File: src/rtl/dimmer_ctrl_if.sv
// Purpose: button/breathe inputs and step/level outputs between the dimmer_ctrl sequencer and its user.
// Latency: n/a (wires only).
// Backpressure: none; up/down are fire-and-forget pulses sampled by the dimmer every cycle.
// Signals: btn_up, btn_down, breathe (requests into the sequencer); up, down, level (step pulses and shadow level out).
interface dimmer_ctrl_if #(
  parameter int PWM_LEN = 4
);
  logic               btn_up;
  logic               btn_down;
  logic               breathe;
  logic               up;
  logic               down;
  logic [PWM_LEN-1:0] level;

  // master drives the requests, slave (the sequencer) drives the steps
  modport master (output btn_up, output btn_down, output breathe,
                  input up, input down, input level);
  modport slave  (input btn_up, input btn_down, input breathe,
                  output up, output down, output level);
endinterface

File: src/rtl/dimmer_ctrl.sv
// Purpose: turns debounced button levels into single-cycle up/down steps for led_dimmer, with hold auto-repeat and optional breathe ramp.
// Latency: first step pulse 1 cycle after a request is sampled; shadow level updates on the following edge.
// Backpressure: none; steps the dimmer would ignore (saturated level) are suppressed instead of issued.
// Ports: clk, rst_n (async active-low); bus (dimmer_ctrl_if.slave): btn_up, btn_down, breathe in; up, down, level out.
// Build option: define DIMMER_BREATHE_EN to build the BREATHE state; otherwise breathe is ignored.
module dimmer_ctrl #(
  parameter int PWM_LEN        = 4,
  parameter int CNT_LEN        = 24,
  parameter int HOLD_CYCLES    = 12_500_000,
  parameter int REPEAT_CYCLES  = 5_000_000,
  parameter int BREATHE_CYCLES = 1_562_500
) (
  input logic         clk,
  input logic         rst_n,
  dimmer_ctrl_if.slave bus
);

  localparam logic [CNT_LEN-1:0] HOLD_LD    = CNT_LEN'(HOLD_CYCLES - 1);
  localparam logic [CNT_LEN-1:0] REPEAT_LD  = CNT_LEN'(REPEAT_CYCLES - 1);
  localparam logic [CNT_LEN-1:0] CNT_ONE    = CNT_LEN'(1);
  localparam logic [PWM_LEN-1:0] LVL_ONE    = PWM_LEN'(1);
  localparam logic [PWM_LEN-1:0] LVL_MAX    = '1;

`ifdef DIMMER_BREATHE_EN
  localparam logic [CNT_LEN-1:0] BREATHE_LD = CNT_LEN'(BREATHE_CYCLES - 1);
  typedef enum logic [1:0] {S_IDLE, S_HOLD, S_REPEAT, S_BREATHE} state_t;
`else
  typedef enum logic [1:0] {S_IDLE, S_HOLD, S_REPEAT} state_t;
`endif

  state_t             r_state;
  logic [CNT_LEN-1:0] r_timer;
  logic               r_dir;      // latched button direction, 1 = up
  logic               r_up;
  logic               r_down;
  logic [PWM_LEN-1:0] r_level;
`ifdef DIMMER_BREATHE_EN
  logic               r_bdir;     // breathe direction, 1 = up
  logic               w_bdir_nxt;
  logic               w_bstep;
  logic [PWM_LEN-1:0] w_post;
`endif

  state_t             w_state_nxt;
  logic [CNT_LEN-1:0] w_timer_nxt;
  logic               w_dir_nxt;
  logic               w_step_up;
  logic               w_step_dn;
  logic               w_up_nxt;
  logic               w_dn_nxt;
  logic               w_req_up;
  logic               w_req_dn;
  logic               w_req_match;
  logic [PWM_LEN-1:0] w_level_eff;
  logic               w_can_up;
  logic               w_can_dn;

  assign w_req_up    = bus.btn_up & ~bus.btn_down;
  assign w_req_dn    = bus.btn_down & ~bus.btn_up;
  assign w_req_match = r_dir ? w_req_up : w_req_dn;

  // Level the dimmer will hold when the step decided now reaches it:
  // an in-flight pulse is applied on the same edge this decision registers.
  always_comb begin
    w_level_eff = r_level;
    if (r_up)
      w_level_eff = r_level + LVL_ONE;
    else if (r_down)
      w_level_eff = r_level - LVL_ONE;
  end

  assign w_can_up = (w_level_eff != LVL_MAX);
  assign w_can_dn = (w_level_eff > LVL_ONE);

  always_comb begin
    w_state_nxt = r_state;
    w_timer_nxt = r_timer;
    w_dir_nxt   = r_dir;
    w_step_up   = 1'b0;
    w_step_dn   = 1'b0;
`ifdef DIMMER_BREATHE_EN
    w_bdir_nxt  = r_bdir;
    w_bstep     = 1'b0;
    w_post      = w_level_eff;
`endif

    case (r_state)
      S_IDLE: begin
        if (w_req_up || w_req_dn) begin
          w_step_up   = w_req_up;
          w_step_dn   = w_req_dn;
          w_dir_nxt   = w_req_up;
          w_timer_nxt = HOLD_LD;
          w_state_nxt = S_HOLD;
        end
`ifdef DIMMER_BREATHE_EN
        else if (bus.breathe) begin
          w_timer_nxt = BREATHE_LD;
          w_state_nxt = S_BREATHE;
        end
`endif
      end

      S_HOLD, S_REPEAT: begin
        if (!w_req_match) begin
          w_state_nxt = S_IDLE;
        end else if (r_timer == '0) begin
          w_step_up   = r_dir;
          w_step_dn   = ~r_dir;
          w_timer_nxt = REPEAT_LD;
          w_state_nxt = S_REPEAT;
        end else begin
          w_timer_nxt = r_timer - CNT_ONE;
        end
      end

`ifdef DIMMER_BREATHE_EN
      S_BREATHE: begin
        // A button request leaves without stepping; IDLE serves it next cycle.
        if (w_req_up || w_req_dn || !bus.breathe) begin
          w_state_nxt = S_IDLE;
        end else if (r_timer == '0) begin
          w_step_up   = r_bdir;
          w_step_dn   = ~r_bdir;
          w_bstep     = 1'b1;
          w_timer_nxt = BREATHE_LD;
        end else begin
          w_timer_nxt = r_timer - CNT_ONE;
        end
      end
`endif

      default: w_state_nxt = S_IDLE;
    endcase

    // Saturated steps are dropped here so every branch above stays uniform.
    w_up_nxt = w_step_up & w_can_up;
    w_dn_nxt = w_step_dn & w_can_dn;

`ifdef DIMMER_BREATHE_EN
    // Flip on the level after this step; a suppressed step still flips so
    // the ramp cannot stall against a rail.
    if (w_up_nxt)
      w_post = w_level_eff + LVL_ONE;
    else if (w_dn_nxt)
      w_post = w_level_eff - LVL_ONE;
    if (w_bstep) begin
      if (w_post == LVL_ONE)
        w_bdir_nxt = 1'b1;
      else if (w_post == LVL_MAX)
        w_bdir_nxt = 1'b0;
    end
`endif
  end

  always_ff @(posedge clk or negedge rst_n) begin
    if (!rst_n) begin
      r_state <= S_IDLE;
      r_timer <= '0;
      r_dir   <= 1'b0;
      r_up    <= 1'b0;
      r_down  <= 1'b0;
      r_level <= LVL_MAX;
`ifdef DIMMER_BREATHE_EN
      r_bdir  <= 1'b0;
`endif
    end else begin
      r_state <= w_state_nxt;
      r_timer <= w_timer_nxt;
      r_dir   <= w_dir_nxt;
      r_up    <= w_up_nxt;
      r_down  <= w_dn_nxt;
      // Mirrors the dimmer, which samples the pulse on this same edge.
      if (r_up)
        r_level <= r_level + LVL_ONE;
      else if (r_down)
        r_level <= r_level - LVL_ONE;
`ifdef DIMMER_BREATHE_EN
      r_bdir  <= w_bdir_nxt;
`endif
    end
  end

  assign bus.up    = r_up;
  assign bus.down  = r_down;
  assign bus.level = r_level;

endmodule

File: src/flat_wrapper.sv
// flat-port wrapper written by rule: the top's interface ports become plain ports
module dimmer_ctrl_flat 
#(
  parameter int PWM_LEN        = 4,
  parameter int CNT_LEN        = 24,
  parameter int HOLD_CYCLES    = 12_500_000,
  parameter int REPEAT_CYCLES  = 5_000_000,
  parameter int BREATHE_CYCLES = 1_562_500
)
  (clk, rst_n, bus_btn_up, bus_btn_down, bus_breathe, bus_up, bus_down, bus_level);
  dimmer_ctrl_if #(.PWM_LEN(PWM_LEN)) bus_i ();
  input logic clk;
  input logic rst_n;
  input wire logic [$bits(bus_i.btn_up)-1:0] bus_btn_up;
  input wire logic [$bits(bus_i.btn_down)-1:0] bus_btn_down;
  input wire logic [$bits(bus_i.breathe)-1:0] bus_breathe;
  output wire logic [$bits(bus_i.up)-1:0] bus_up;
  output wire logic [$bits(bus_i.down)-1:0] bus_down;
  output wire logic [$bits(bus_i.level)-1:0] bus_level;
  assign bus_i.btn_up = bus_btn_up;
  assign bus_i.btn_down = bus_btn_down;
  assign bus_i.breathe = bus_breathe;
  assign bus_up = bus_i.up;
  assign bus_down = bus_i.down;
  assign bus_level = bus_i.level;
  dimmer_ctrl #(.PWM_LEN(PWM_LEN), .CNT_LEN(CNT_LEN), .HOLD_CYCLES(HOLD_CYCLES), .REPEAT_CYCLES(REPEAT_CYCLES), .BREATHE_CYCLES(BREATHE_CYCLES)) u_core (.clk(clk), .rst_n(rst_n), .bus(bus_i));
endmodule
File: config.mk
export PLATFORM = sky130hd
export DESIGN_NAME = dimmer_ctrl_flat
export DESIGN_NICKNAME = d
export VERILOG_FILES = /design/src/rtl/dimmer_ctrl_if.sv /design/src/rtl/dimmer_ctrl.sv /design/src/flat_wrapper.sv
export SDC_FILE = /design/constraint.sdc
export NUM_CORES = 1
export LEC_CHECK = 0
export CAP_MARGIN = 10
export CORE_MARGIN = 5
export CORE_UTILIZATION = 50
export CTS_BUF_LIST = sky130_fd_sc_hd__clkbuf_2
export CTS_CLUSTER_DIAMETER = 120
export DETAILED_ROUTE_END_ITERATION = 8
export GPL_TIMING_DRIVEN = 0
export PLACE_DENSITY = 0.68
export SLEW_MARGIN = 20
export SYNTH_ARGS = -nofsm -noshare
export SYNTH_HDL_FRONTEND = slang
export SYNTH_SLANG_ARGS = --single-unit
File: constraint.sdc
create_clock -name clk -period 3.9 [get_ports clk]
set_input_delay 0.39 -clock clk [delete_from_list [all_inputs] [get_ports clk]]
set_output_delay 0.39 -clock clk [all_outputs]
set_load 0.02 [all_outputs]
* Yosys cells after proc, flatten, opt, wreduce, memory -nomap -nowiden
Cells that the tools add are included.
Cells by class: eq/ne operators 6, reduce and logical (&&, ||, !) cells 8, mux-type cells 19, order comparisons 1, bitwise gates (word level) 7, add/subtract/negate cells 3
Operators with widths (count):
- 24-bit two-way mux | 3
- 24-bit case mux with 2 select lines | 1
- 24-bit zero test | 1
- 24-bit by 1-bit subtractor with 24-bit output (second input constant) | 1
- 4-bit two-way mux | 2
- 1-bit two-way mux | 7
- 2-bit two-way mux | 3
- 4-bit by 1-bit adder with 4-bit output (second input constant) | 1
- 1-bit AND | 4
- 4-bit by 1-bit greater-than comparator with 1-bit output (second input constant) | 1
- 2-bit by 1-bit inequality test with 1-bit output (second input constant) | 2
- 4-bit inequality test (second input constant) | 1
- 1-bit case mux with 2 select lines | 2
- 2-bit case mux with 2 select lines | 1
- 2-bit AND reduction | 2
- 4-bit by 1-bit subtractor with 4-bit output (second input constant) | 1
- 3-bit inequality test (second input constant) | 1
- 1-bit inverter | 3
- 3-bit AND reduction | 1
- 2-bit by 1-bit == test with 1-bit output (second input constant) | 1
- 2-bit == test (second input constant) | 1
- 2-bit zero test | 1
- 2-bit nonzero test | 1
- 2-bit OR reduction | 1
- 1-bit logical OR | 1
Word-level totals: logic and storage cells 50, register bits after elaboration 33, input port bits 5

* Longest topological paths before layout
word-level depth 6, gate-level depth with buffers 8, mapped depth without buffers 7

* Worst setup path after synthesis
No wires, ideal clock.
path kind flip-flop to flip-flop, start point register u_core.r_timer[10], end point register u_core.r_timer[23], cell stages (with the launch flop) 6, period minus slack after synthesis 1.974 ns, data required time 3.779 ns, data arrival time 1.852 ns, library setup time 0.121 ns, setup slack 1.926 ns, path buffers 0, cell sequence dfrtp_1 -> or4_4 -> nor4_1 -> nand4_1 -> o21a_1 -> o22a_1
On the way: word-level cells in the longest chain between the ends 4
Ends and longest elaborated chain:
- start, declared | line dimmer_ctrl.sv:32 | logic [CNT_LEN-1:0] r_timer;
- start signal, assigned | line dimmer_ctrl.sv:169 | r_timer <= w_timer_nxt;
- 24-bit by 1-bit subtractor with 24-bit output or 24-bit zero test (tied branches) | line dimmer_ctrl.sv:113, dimmer_ctrl.sv:107
- 24-bit two-way mux * | line dimmer_ctrl.sv:107 | end else if (r_timer == '0) begin
- 24-bit two-way mux * | line dimmer_ctrl.sv:105 | if (!w_req_match) begin
- 24-bit case mux with 2 select lines * | line dimmer_ctrl.sv:87 | case (r_state)
Mark *: on every way between the ends. The rest lies on a longest branch, timed or not. The select of a mux whose other input is x is not followed. A chain may end at the register's enable or synchronous reset.

* Worst setup path in the final report
start point input port bus_btn_down, end point register u_core.r_timer[2]
On the way: word-level cells in the longest chain between the ends 5
Ends and longest elaborated chain:
- start, declared | line flat_wrapper.sv:15 | input wire logic [$bits(bus_i.btn_down)-1:0] bus_btn_down;
- 1-bit inverter | line dimmer_ctrl.sv:58 | assign w_req_up = bus.btn_up & ~bus.btn_down;
- 1-bit AND | line dimmer_ctrl.sv:58
- 1-bit two-way mux or 1-bit logical OR (tied branches) | line dimmer_ctrl.sv:60, dimmer_ctrl.sv:89
- 2-bit by 1-bit inequality test with 1-bit output (no line)
- 3-bit AND reduction (no line) *
Mark *: on every way between the ends. The rest lies on a longest branch, timed or not.

==> results.md <==
* Run status: completed
* Required @ worst endpoint at 4.20 ns
* IO buf count at 9
* # DRC at 0
* Slew margin rel. at between 40% and 50%
* First drt pass iteration count at 5
* Yosys reg bits at 33
* Critical path buffers and inverters at 3
* Tcrit/Tclk final at 69.77%
* Gr usage total at between 20% and 30%
* CP delay by family, top: compound AO/OA/AOI/OAI gates
* Critical path's slowest cell: a21oi_1
* CTS Sinks at 33
* Reg2reg end: u_core.r_timer[2]
* Worst vdd ir at a little under 0.3 mV
* Final Max Tran Viols at 0
* Global-route wire length before repair at about 8400 microns
* CP Cell Sequence: clkdlybuf4s50_1 -> inv_1 -> ha_1 -> a21o_1 -> a21oi_1 -> clkbuf_1 -> o21ai_0 -> mux2i_1
* Die X-Extent at 74.49 microns
* Core region area at around 4000 sq um
* Starting Density at a little over 50%
* Syn Nets at ~250
* Kind of critical path: in -> reg
* Crit start category: input port
* Ys Warns at 0
* Vias in the first global route at 1,743
* Cell area after layout at ~2300 sq um
* RSZ-0062 raised after global routing: no
* Leakage power at ~0.00093 uW
* Number of placed I/O pins at 11
* Final-stage net count at roughly 270
* CTS root buffer: clkbuf_2
* Reg2reg path depth at 7
* Final Hold Vio Count at 0
* Power Dens Cells at between 400 and 500 nW/um^2
* Area added between synthesis and finish at 10.35%
* Max Fclk at 0.3675 GHz
* Synth Flop Type: dfrtp_1
* Final design utilization at 56.96%
* EDFF count, synth at 0
* Placed Area at ~2200 sq um
* Antenna violations before repair at 0
* CP arrival at between 3 and 4 ns
* Post-synth cell types at between 40 and 50
* Postcts setup bufs at 0
* Clock Skews at around 0.018 ns
* Pin count of the biggest net entering global routing at 33
* Share of post-route cells with drive strength above 1 at under 10%
* Die Area at between 5000 and 6000 sq um
* Worst hold-check path type: in -> async
* Area share of the largest cell type after synthesis at between 30% and 40%
* Clk Latency, worst-skew pair at between 0.3 and 0.4 ns
* Ys async rst share at 100.0%
* Drt first-iter violations at approximately 180
* WL/cell at roughly 16 microns
* Vias at between 1,500 and 2,000
* HPWL Detailed at 3633 microns
* Pre-CTS WS at approximately 0.80 ns
* Min Clock Period, post-route at about 2.7 ns
* Measured slew at the worst slew-check pin at 0.8507 ns
* Cell Area, Synth at roughly 2100 sq um
* CTS Buf Count at 5
* R2R setup slack at 1.31 ns
* Largest area contributor in the netlist: dfrtp_1
* Maximum clock insertion buffer count at 2
* Drt via density at 6.119
* CTS tree: done
* Clk slew on worst S/H paths at between 0.15 and 0.2 ns
* Crit. End Element: register
* Top post-synthesis cells by area: dfrtp_1 35%, a21oi_1 6.3%, o21ai_0 5.5%, dfstp_2 5.1%, ha_1 4.8%
* H-tree depth at 2
* GPL Wtd Cong at around 1
* Antenna cell count at 0
* Overflow after GRT at 0
* Worst setup margin at 1.179 ns
* Setup Viol. Count Final at 0
* Die height at 74.49 microns
* Std-Cell Rows at 23
* Routed Antenna Nets at 0
* Max cap viols at 0
* Mean Syn Cell Area at around 8.6 sq um
* R2r startpoint: u_core.r_state[0]
* Mapped Cells at between 200 and 250
* DRT Wirelength at just over 5000 microns
* Max incr delay on CP at approximately 0.7 ns
* Worst-path fanout max at 10
* Sequential share of the synthesized area at around 40%
* Total Negative Setup Slacks at 0 ns
synthesized netlist by cell type, types with 3 or more instances:
master    count
a21o_1        3
a21oi_1      26
a31o_2        3
a31oi_1       6
clkbuf_1      5
dfrtp_1      29
dfstp_2       4
ha_1          8
inv_1        16
mux2i_1       3
nand2_1      16
nand3_1       7
nand4_1       8
nor2_1       21
nor3_1        8
nor4_1        9
o21ai_0      23
o22a_1        5
cell type report:
type	instances	area (sq um)
fillers	391	1734
multi-input cells	184	1146
flip-flops and latches	33	830.8
repair buffers	11	115.1
well taps	50	62.56
inverters	16	60.06
plain buffers	8	42.54
clock buffers	5	25.02
clock inverters	3	12.51
registers in the layout (all words and copies together) (netlist names):
signal / flops
u_core.bus.down: 1
u_core.bus.level: 4
u_core.bus.up: 1
u_core.r_dir: 1
u_core.r_state: 2
u_core.r_timer: 24
power breakdown:
part,total [uW],internal (uW),leakage (uW),switching [uW]
combinational,506,187,0.000534,319
clock,153,39.2,0.0000278,114
sequential,485,415,0.000364,70.6
metrics by stage:
stage | total power, uW | hold WS [ns] | cells
after global placement | 986.3 | 0.5241 | 300
after floorplan | 814.1 | 0.09441 | 241
final | 1145 | 0.4901 | 310
after CTS | 1152 | 0.4732 | 310
after global routing | 1233 | 0.4398 | 310
after detailed placement | 995.1 | 0.3717 | 301
layout by cell type, fill, tap and decap left out, drive strengths merged, types with 2 or more instances in the layout:
| cell type | count |
|---|---|
| and2 | 2 |
| o21a | 2 |
| xnor2 | 2 |
| dfrtp | 29 |
| nand2 | 16 |
| nor3b | 2 |
| and4 | 2 |
| mux2i | 3 |
| a32oi | 2 |
| a22o | 2 |
| a31oi | 6 |
| o22a | 5 |
| nand4 | 8 |
| o21ai | 23 |
| ha | 8 |
| nand3 | 7 |
| clkbuf | 10 |
| nor2 | 21 |
| nand2b | 2 |
| or3 | 2 |
| or4 | 2 |
| inv | 16 |
| or2 | 2 |
| clkdlybuf4s50 | 8 |
| a21o | 3 |
| nor3 | 9 |
| clkinv | 3 |
| a21oi | 26 |
| nor4b | 2 |
| buf | 5 |
| and3 | 2 |
| dfstp | 4 |
| nor4 | 10 |
| a31o | 3 |
what timing repair did:
| item | 4_1_cts | 5_1_grt |
|---|---|---|
| hold endpoints to repair | 30 | 0 |
| gates resized for setup | 0 | 0 |
| hold buffers | 1 | 0 |
| setup endpoints to repair | 0 | 0 |
worst max path at each step:
| stage | startpoint | end | slack (ns) | cells past startpoint |
|---|---|---|---|---|
| floorplan | u_core.r_timer[10] | u_core.r_timer[23] | 1.93 | 5 |
| finish | bus_btn_down | u_core.r_timer[2] | 1.18 | 8 |
| global route | bus_btn_down | u_core.r_timer[2] | 1.06 | 8 |
| detailed placement | bus_btn_down | u_core.r_timer[2] | 0.80 | 8 |
| CTS | bus_btn_down | u_core.r_timer[2] | 1.19 | 8 |
| global placement | bus_btn_down | u_core.r_timer[2] | 0.81 | 8 |
logic make-up (layout without fill, tap and decap cells):
kind of cell / count (synthesis) / count (layout) / synth area share (%)
adder cells (fa/ha/maj): 8 / 8 / 4.814
flip-flops: 33 / 33 / 39.95
XOR/XNOR: 3 / 3 / 1.264
buffers and inverters: 24 / 43 / 4.934
multiplexers: 4 / 4 / 1.986
AO/OA/AOI/OAI: 79 / 79 / 23.17
AND/OR/NAND/NOR: 90 / 90 / 23.89
worst register-to-register path: stages, from the launching register on:
cell      delay [ns]
dfrtp_1         0.38
inv_1           0.07
ha_1            0.28
a21o_1          0.26
a21oi_1         0.69
clkbuf_1        0.48
o21ai_0         0.19
mux2i_1         0.15
metal layers:
metal  routed length, microns  GRT usage [%]  share of wire, %  vias up
li1                         -              -                 -      932
met5                        0              0                 0        -
met3                      363          4.459               7.2        5
met2                     2276          30.44                45       65
met4                       57          5.929               1.1        0
met1                     2341          28.89                46      895
Note: power is estimated with default switching activity, not from simulation.
